File: src/rtl/popcount_pipe.sv
// Pipelined population counter: per-chunk leaf popcounts feed a registered pairwise adder tree.
// A valid/ready handshake with a global stall holds every stage under downstream backpressure.
module popcount_pipe #(
  parameter int unsigned WIDTH = 12,
  parameter int unsigned CHUNK = 4
) (
  input  logic                       clk_i,
  input  logic                       srst_i,
  input  logic [WIDTH-1:0]           data_i,
  input  logic                       mode_i,
  input  logic                       data_val_i,
  output logic                       data_rdy_o,
  output logic [$clog2(WIDTH+1)-1:0] data_o,
  output logic                       data_val_o,
  input  logic                       data_rdy_i
);

  // Guarded so an illegal CHUNK still elaborates far enough to report the error below.
  localparam int unsigned CHUNK_S = (CHUNK < 1) ? 1 : CHUNK;
  localparam int unsigned NCHUNK  = (WIDTH + CHUNK_S - 1) / CHUNK_S;
  localparam int unsigned LAT     = 1 + $clog2(NCHUNK);
  localparam int unsigned CW      = $clog2(WIDTH + 1);
  localparam int unsigned PW      = NCHUNK * CHUNK_S;

  if (CHUNK < 1 || CHUNK > WIDTH) begin : g_bad_chunk
    $error("popcount_pipe: CHUNK (%0d) must be in 1..WIDTH (%0d)", CHUNK, WIDTH);
  end

  // Number of live sums at a given tree level.
  function automatic int unsigned level_count(input int unsigned lvl);
    int unsigned n;
    n = NCHUNK;
    for (int unsigned i = 0; i < lvl; i++) begin
      n = (n + 1) / 2;
    end
    return n;
  endfunction

  logic [PW-1:0]  padded;
  logic [LAT-1:0] valid_q;
  logic [LAT-1:0] in_val;
  logic           stall;

  // Every level is held at CW bits; a level's real sum width never exceeds CW since the
  // largest possible total is WIDTH.
  logic [CW-1:0] sum_d [LAT][NCHUNK];
  logic [CW-1:0] sum_q [LAT][NCHUNK];

  assign stall      = valid_q[LAT-1] && !data_rdy_i;
  assign data_rdy_o = !stall;
  assign data_val_o = valid_q[LAT-1];
  assign data_o     = sum_q[LAT-1][0];

  // Pad bits stay zero in both modes so they never contribute to the count.
  always_comb begin
    padded            = '0;
    padded[WIDTH-1:0] = mode_i ? ~data_i : data_i;
  end

  for (genvar j = 0; j < NCHUNK; j++) begin : g_leaf
    logic [CW-1:0] leaf;
    always_comb begin
      leaf = '0;
      for (int unsigned b = 0; b < CHUNK_S; b++) begin
        leaf = leaf + CW'(padded[j*CHUNK_S + b]);
      end
    end
    assign sum_d[0][j] = leaf;
  end

  for (genvar s = 1; s < LAT; s++) begin : g_lvl
    localparam int unsigned NIN = level_count(s - 1);
    for (genvar j = 0; j < NCHUNK; j++) begin : g_node
      if (2*j + 1 < NIN) begin : g_add
        assign sum_d[s][j] = sum_q[s-1][2*j] + sum_q[s-1][2*j+1];
      end else if (2*j < NIN) begin : g_pass
        assign sum_d[s][j] = sum_q[s-1][2*j];
      end else begin : g_zero
        assign sum_d[s][j] = '0;
      end
    end
  end

  // Valid entering each stage; a stage's sums only load when a real word arrives, which
  // keeps data_o at the last result while bubbles pass through.
  always_comb begin
    in_val    = '0;
    in_val[0] = data_val_i;
    for (int unsigned s = 1; s < LAT; s++) begin
      in_val[s] = valid_q[s-1];
    end
  end

  always_ff @(posedge clk_i) begin
    if (srst_i) begin
      valid_q <= '0;
      for (int unsigned s = 0; s < LAT; s++) begin
        for (int unsigned j = 0; j < NCHUNK; j++) begin
          sum_q[s][j] <= '0;
        end
      end
    end else if (!stall) begin
      valid_q <= in_val;
      for (int unsigned s = 0; s < LAT; s++) begin
        if (in_val[s]) begin
          for (int unsigned j = 0; j < NCHUNK; j++) begin
            sum_q[s][j] <= sum_d[s][j];
          end
        end
      end
    end
  end

endmodule

File: config.mk
export PLATFORM = sky130hd
export DESIGN_NAME = popcount_pipe
export DESIGN_NICKNAME = d
export VERILOG_FILES = /design/src/rtl/popcount_pipe.sv
export SDC_FILE = /design/constraint.sdc
export NUM_CORES = 1
export LEC_CHECK = 0
export CORE_MARGIN = 10
export CORE_UTILIZATION = 62
export CTS_BUF_LIST = sky130_fd_sc_hd__clkbuf_8
export CTS_CLUSTER_SIZE = 8
export DETAILED_ROUTE_END_ITERATION = 16
export DONT_BUFFER_PORTS = 1
export HOLD_SLACK_MARGIN = 0.05
export PLACE_DENSITY_LB_ADDON = 0.05
export SYNTH_ARGS = -nofsm -noshare
export SYNTH_HDL_FRONTEND = slang
export SYNTH_SLANG_ARGS = --single-unit
export TNS_END_PERCENT = 5
File: constraint.sdc
create_clock -name clk_i -period 2.45 [get_ports clk_i]
set_clock_uncertainty 0.2 [all_clocks]
set_input_delay 0.245 -clock clk_i [delete_from_list [all_inputs] [get_ports clk_i]]
set_output_delay 0.245 -clock clk_i [all_outputs]
set_load 0.05 [all_outputs]
# After elaboration in Yosys (flattened, before gate mapping)
# Memory sizes are Yosys's and may differ from the RTL's.
# Cells that the tools add are included.
[totals]
register_bits = 3
latchBits = 0
ramBits = 36
romBits = 0
in_bits = 17
output_inout_bits = 6
word_cells = 50
n_memories = 1
[op_classes]
addsub = 11
mul = 0
div_mod_pow = 0
magnitude_cmp = 0
n_eq_ne = 0
shift = 0
mux = 24
bitwise = 10
reduce_logical = 3
[memory_table]
columns = ["memory", "words", "width", "read_ports", "rd_ports_with_merged_regs", "wr", "line", "text"]
rows = [
  ["sum_q", 3, 12, 3, 0, 3, "47", "logic [CW-1:0] sum_q [LAT][NCHUNK];"],
]
[op_table]
columns = ["op", "count"]
rows = [
  ["$mux 4", 9],
  ["$mux 1", 14],
  ["$add 3x1->4", 3],
  ["$mux 12", 1],
  ["$not 12->12", 1],
  ["$add 2x1->3", 3],
  ["$or 1x1->1", 9],
  ["$add 4x4->4", 2],
  ["$add 1x1->2", 3],
  ["$logic_not 1->1", 2],
  ["$logic_and 1x1->1", 1],
]

# Longest topological paths before layout
[logic_depth]
depth_word = 6
ltp_mapped = 7
mapped_depth_nobuf = 6

# Worst setup path after synthesis
# OpenSTA, ideal clock, no wires.
[synth_timing]
path_kind = "input-to-reg"
startpoint = "input mode_i"
endpoint = "memory sum_q[0][1] in the netlist's numbering (data pin)"
setup_time_ns = 0.255
t_arrival_ns = 1.683
required_ns = 1.995
path_slack_ns = 0.312
path_stages = 7
n_path_buf = 1
path_cell_list = "buf_4 xnor2_1 fa_1 inv_1 ha_1 ha_1 and2_1"
[synth_rtl]
columns = ["item", "line", "text"]
rows = [
  ["start: declaration", "10", "input logic mode_i,"],
  ["end: declaration", "47", ""],
]

==> results.sh <==
export IMPL_ys_seq_area_share_pct=47.1
export IMPL_root_buffer="clkbuf_8"
export IMPL_post_cts_resized=0
export IMPL_regArea_sq_um=661
export IMPL_slew_headroom_pct=69.0
export IMPL_cts_sinks=23
export IMPL_p_switching_mw=0.219
export IMPL_fin_util_pct=66.8
export IMPL_hold_class="in -> reg"
export IMPL_core_sq_mm=0.00219
export IMPL_p_leak_nw=0.636
export IMPL_synth_top_cells_by_area="edfxtp_1 43%, ha_1 11%, fa_1 7.1%, and2_1 5.8%, xnor2_1 5.6%"
export IMPL_slowest_delay_ns=0.53
export IMPL_ys_ff_latch=23
export IMPL_cts_hold_buf=2
export IMPL_max_freq_ghz=0.586
export IMPL_slew_viol_final=0
export IMPL_worst_slack_ns=0.745
export IMPL_grt_max_degree=13
export IMPL_path_delay_family="adder cells"
export IMPL_grt_first_pass_wirelength_um=3320
export IMPL_path_class="in -> reg"
export IMPL_cts_buffer_depth=2
export IMPL_via_count=743
export IMPL_cts_buffers=3
export IMPL_synth_area_sq_mm=0.00140
export IMPL_layout_nets=149
export IMPL_rows=17
export IMPL_grtUsageTotal_pct=9.61
export IMPL_dp_slack_ns=0.447
export IMPL_wl_um=1870
export IMPL_start_kind="input port"
export IMPL_power_per_cell_area_mw_per_mm2=593
export IMPL_yosysUniqueCellTypes=23
export IMPL_gp_congestion=0.717
export IMPL_seqPwrFrac_pct=56.6
export IMPL_die_w_um=67.6
export IMPL_critPathSlowestCell="fa_1"
export IMPL_setup_tns_final_ns=0
export IMPL_nFillCells=166
export IMPL_setup_viol=0
export IMPL_syn_avg_cell_area_sq_um=12.4
export IMPL_fin_crit_sh_pct=69.6
export IMPL_die_area_sq_mm=0.00457
export IMPL_n_antenna_cell=0
export IMPL_cpMostUsedCell="ha_1"
export IMPL_cap_violations=0
export IMPL_antenna_found_initial=0
export IMPL_status="completed"
export IMPL_start_util_pct=64.1
export IMPL_intPower_mw=0.648
export IMPL_cts_htree_levels=1
export IMPL_cp_cell_sequence="xnor2_1 -> fa_1 -> inv_1 -> ha_1 -> ha_1 -> and2_1"
export IMPL_peakVddDrop_mv=0.375
export IMPL_p_total_mw=0.867
export IMPL_portBuffers=0
export IMPL_drt_pass1_iter_count=4
export IMPL_area_delta_synth_final_pct=4.19
export IMPL_crit_fanout=12
export IMPL_fin_crit_ns=1.71
export IMPL_synth_top_area_share_pct=42.8
export IMPL_finalHoldViolCount=0
export IMPL_num_io_pins=23
export IMPL_postSynthCellCount=113
export IMPL_grt_pass1_vias=761
export IMPL_avgRoutedWirePerCell_um=13.2
export IMPL_max_slew_worst_pin_slew_ns=0.465
export IMPL_insertion_delay_ns=0.26
export IMPL_rsz0062_at_grt="no"
export IMPL_die_y_um=67.6
export IMPL_yosys_area_top_type="edfxtp_1"
export IMPL_swShare_pct=25.2
export IMPL_worst_ep_arrival_time_ns=1.53
export IMPL_cts_setup_buffers=0
export IMPL_cp_end_kind="register"
export IMPL_cts_tree="built"
export IMPL_overflow=0
export IMPL_via_per_inst=5.23
export IMPL_clk_pin_slew_ns=0.08
export IMPL_path_buf_inv=1
export IMPL_initialDrtViolationCount=17
export IMPL_route_detailed_drc=0
export IMPL_synthesis_nets=147
export IMPL_required_ns=2.27
export IMPL_clock_power_share_pct=25.9
export IMPL_yosysWarnings=0
export IMPL_postRouteAntennaNets=0
export IMPL_combinationalPowerShare_pct=17.4
export IMPL_multi_input_area_sq_um=642
export IMPL_dp_hpwl_um=1580
export IMPL_drive_above_1_share_pct=7.89
==> cell usage in the layout, fill, tap and decap left out, types with 3 or more instances in the layout <==
master,synthesis,final
edfxtp_1,20,20
inv_1,13,14
and2_1,13,13
ha_1,12,12
xnor2_1,9,9
nor2_1,9,9
a21o_1,6,6
xor2_1,5,5
fa_1,5,5
clkbuf_8,0,3
dfxtp_1,3,3
==> cells in the mapped netlist, drive strengths merged <==
| cell type | number |
|---|---|
| a21boi | 1 |
| a21o | 6 |
| a21oi | 2 |
| and2 | 13 |
| and3b | 1 |
| buf | 6 |
| dfxtp | 3 |
| edfxtp | 20 |
| fa | 5 |
| ha | 12 |
| inv | 14 |
| nand3 | 1 |
| nand3b | 2 |
| nor2 | 9 |
| nor2b | 1 |
| nor3 | 1 |
| nor3b | 2 |
| xnor2 | 9 |
| xor2 | 5 |
==> cells by family after synthesis <==
family	share of synthesized area, %
compound gates	4.46
xor+xnor	8.73
fa+ha+maj	17.8
buf+inv	7.22
flops	47.1
simple gates	14.7
==> final timing paths <==
path,from,endpoint,slack [ns],cells past startpoint
worst min register to register,sum_q[0][0]$_SDFFCE_PN0P_,sum_q[0][16]$_SDFFCE_PN0P_,0.32,1
worst max register to register,valid_q[2]$_SDFFE_PP0N_,sum_q[0][6]$_SDFFCE_PN0P_,0.80,3
worst max-delay path,mode_i,sum_q[0][5]$_SDFFCE_PN0P_,0.74,6
worst min-delay path,srst_i,sum_q[0][32]$_SDFFCE_PN0P_,0.07,1
==> area by class of cell <==
class                           instances  share of cell area, %
Tap cell                               28                   2.40
Clock buffer                            3                   2.82
Clock inverter                          1                  0.257
Sequential cell                        23                   45.2
Timing Repair Buffer                    3                   1.88
Inverter                               14                   3.59
Multi-Input combinational cell         70                   43.9
==> power groups by stage <==
stage / Combinational (mW) / Clock (mW) / Sequential, mW
detailed placement: 0.153 / 0 / 0.501
global placement: 0.145 / 0 / 0.499
CTS: 0.158 / 0.227 / 0.492
global route: 0.182 / 0.244 / 0.495
floorplan: 0.148 / 0 / 0.483
finish: 0.151 / 0.225 / 0.491
==> per-stage QoR <==
stage / hold slack (ns) / std cells / area, sq um
finish: 0.0720 / 142 / 1460
global route: 0.0837 / 142 / 1460
CTS: 0.0703 / 142 / 1460
detailed placement: 0.122 / 136 / 1400
global placement: 0.120 / 136 / 1400
floorplan: 0.241 / 113 / 1400
==> worst register-to-register path, cell delays in order, from the launching register on <==
cell     delay [ns]
dfxtp_1        0.32
nor2b_4        0.15
inv_2          0.27
a21o_1         0.38
==> state kept, by name (all words and copies together), names as in the netlist <==
name / flops
sum_q: 20
valid_q: 3
==> per-layer routing <==
| metal | global-route usage, % | vias to the layer above | share of wire (%) |
|---|---|---|---|
| li1 | - | 370 | - |
| met2 | 16.8 | 22 | 53 |
| met1 | 8.83 | 347 | 36 |
| met4 | 7.44 | 0 | 2.5 |
| met3 | 3.64 | 4 | 8.3 |
| met5 | 0 | - | 0 |
Note: power is estimated with default switching activity, not from simulation.
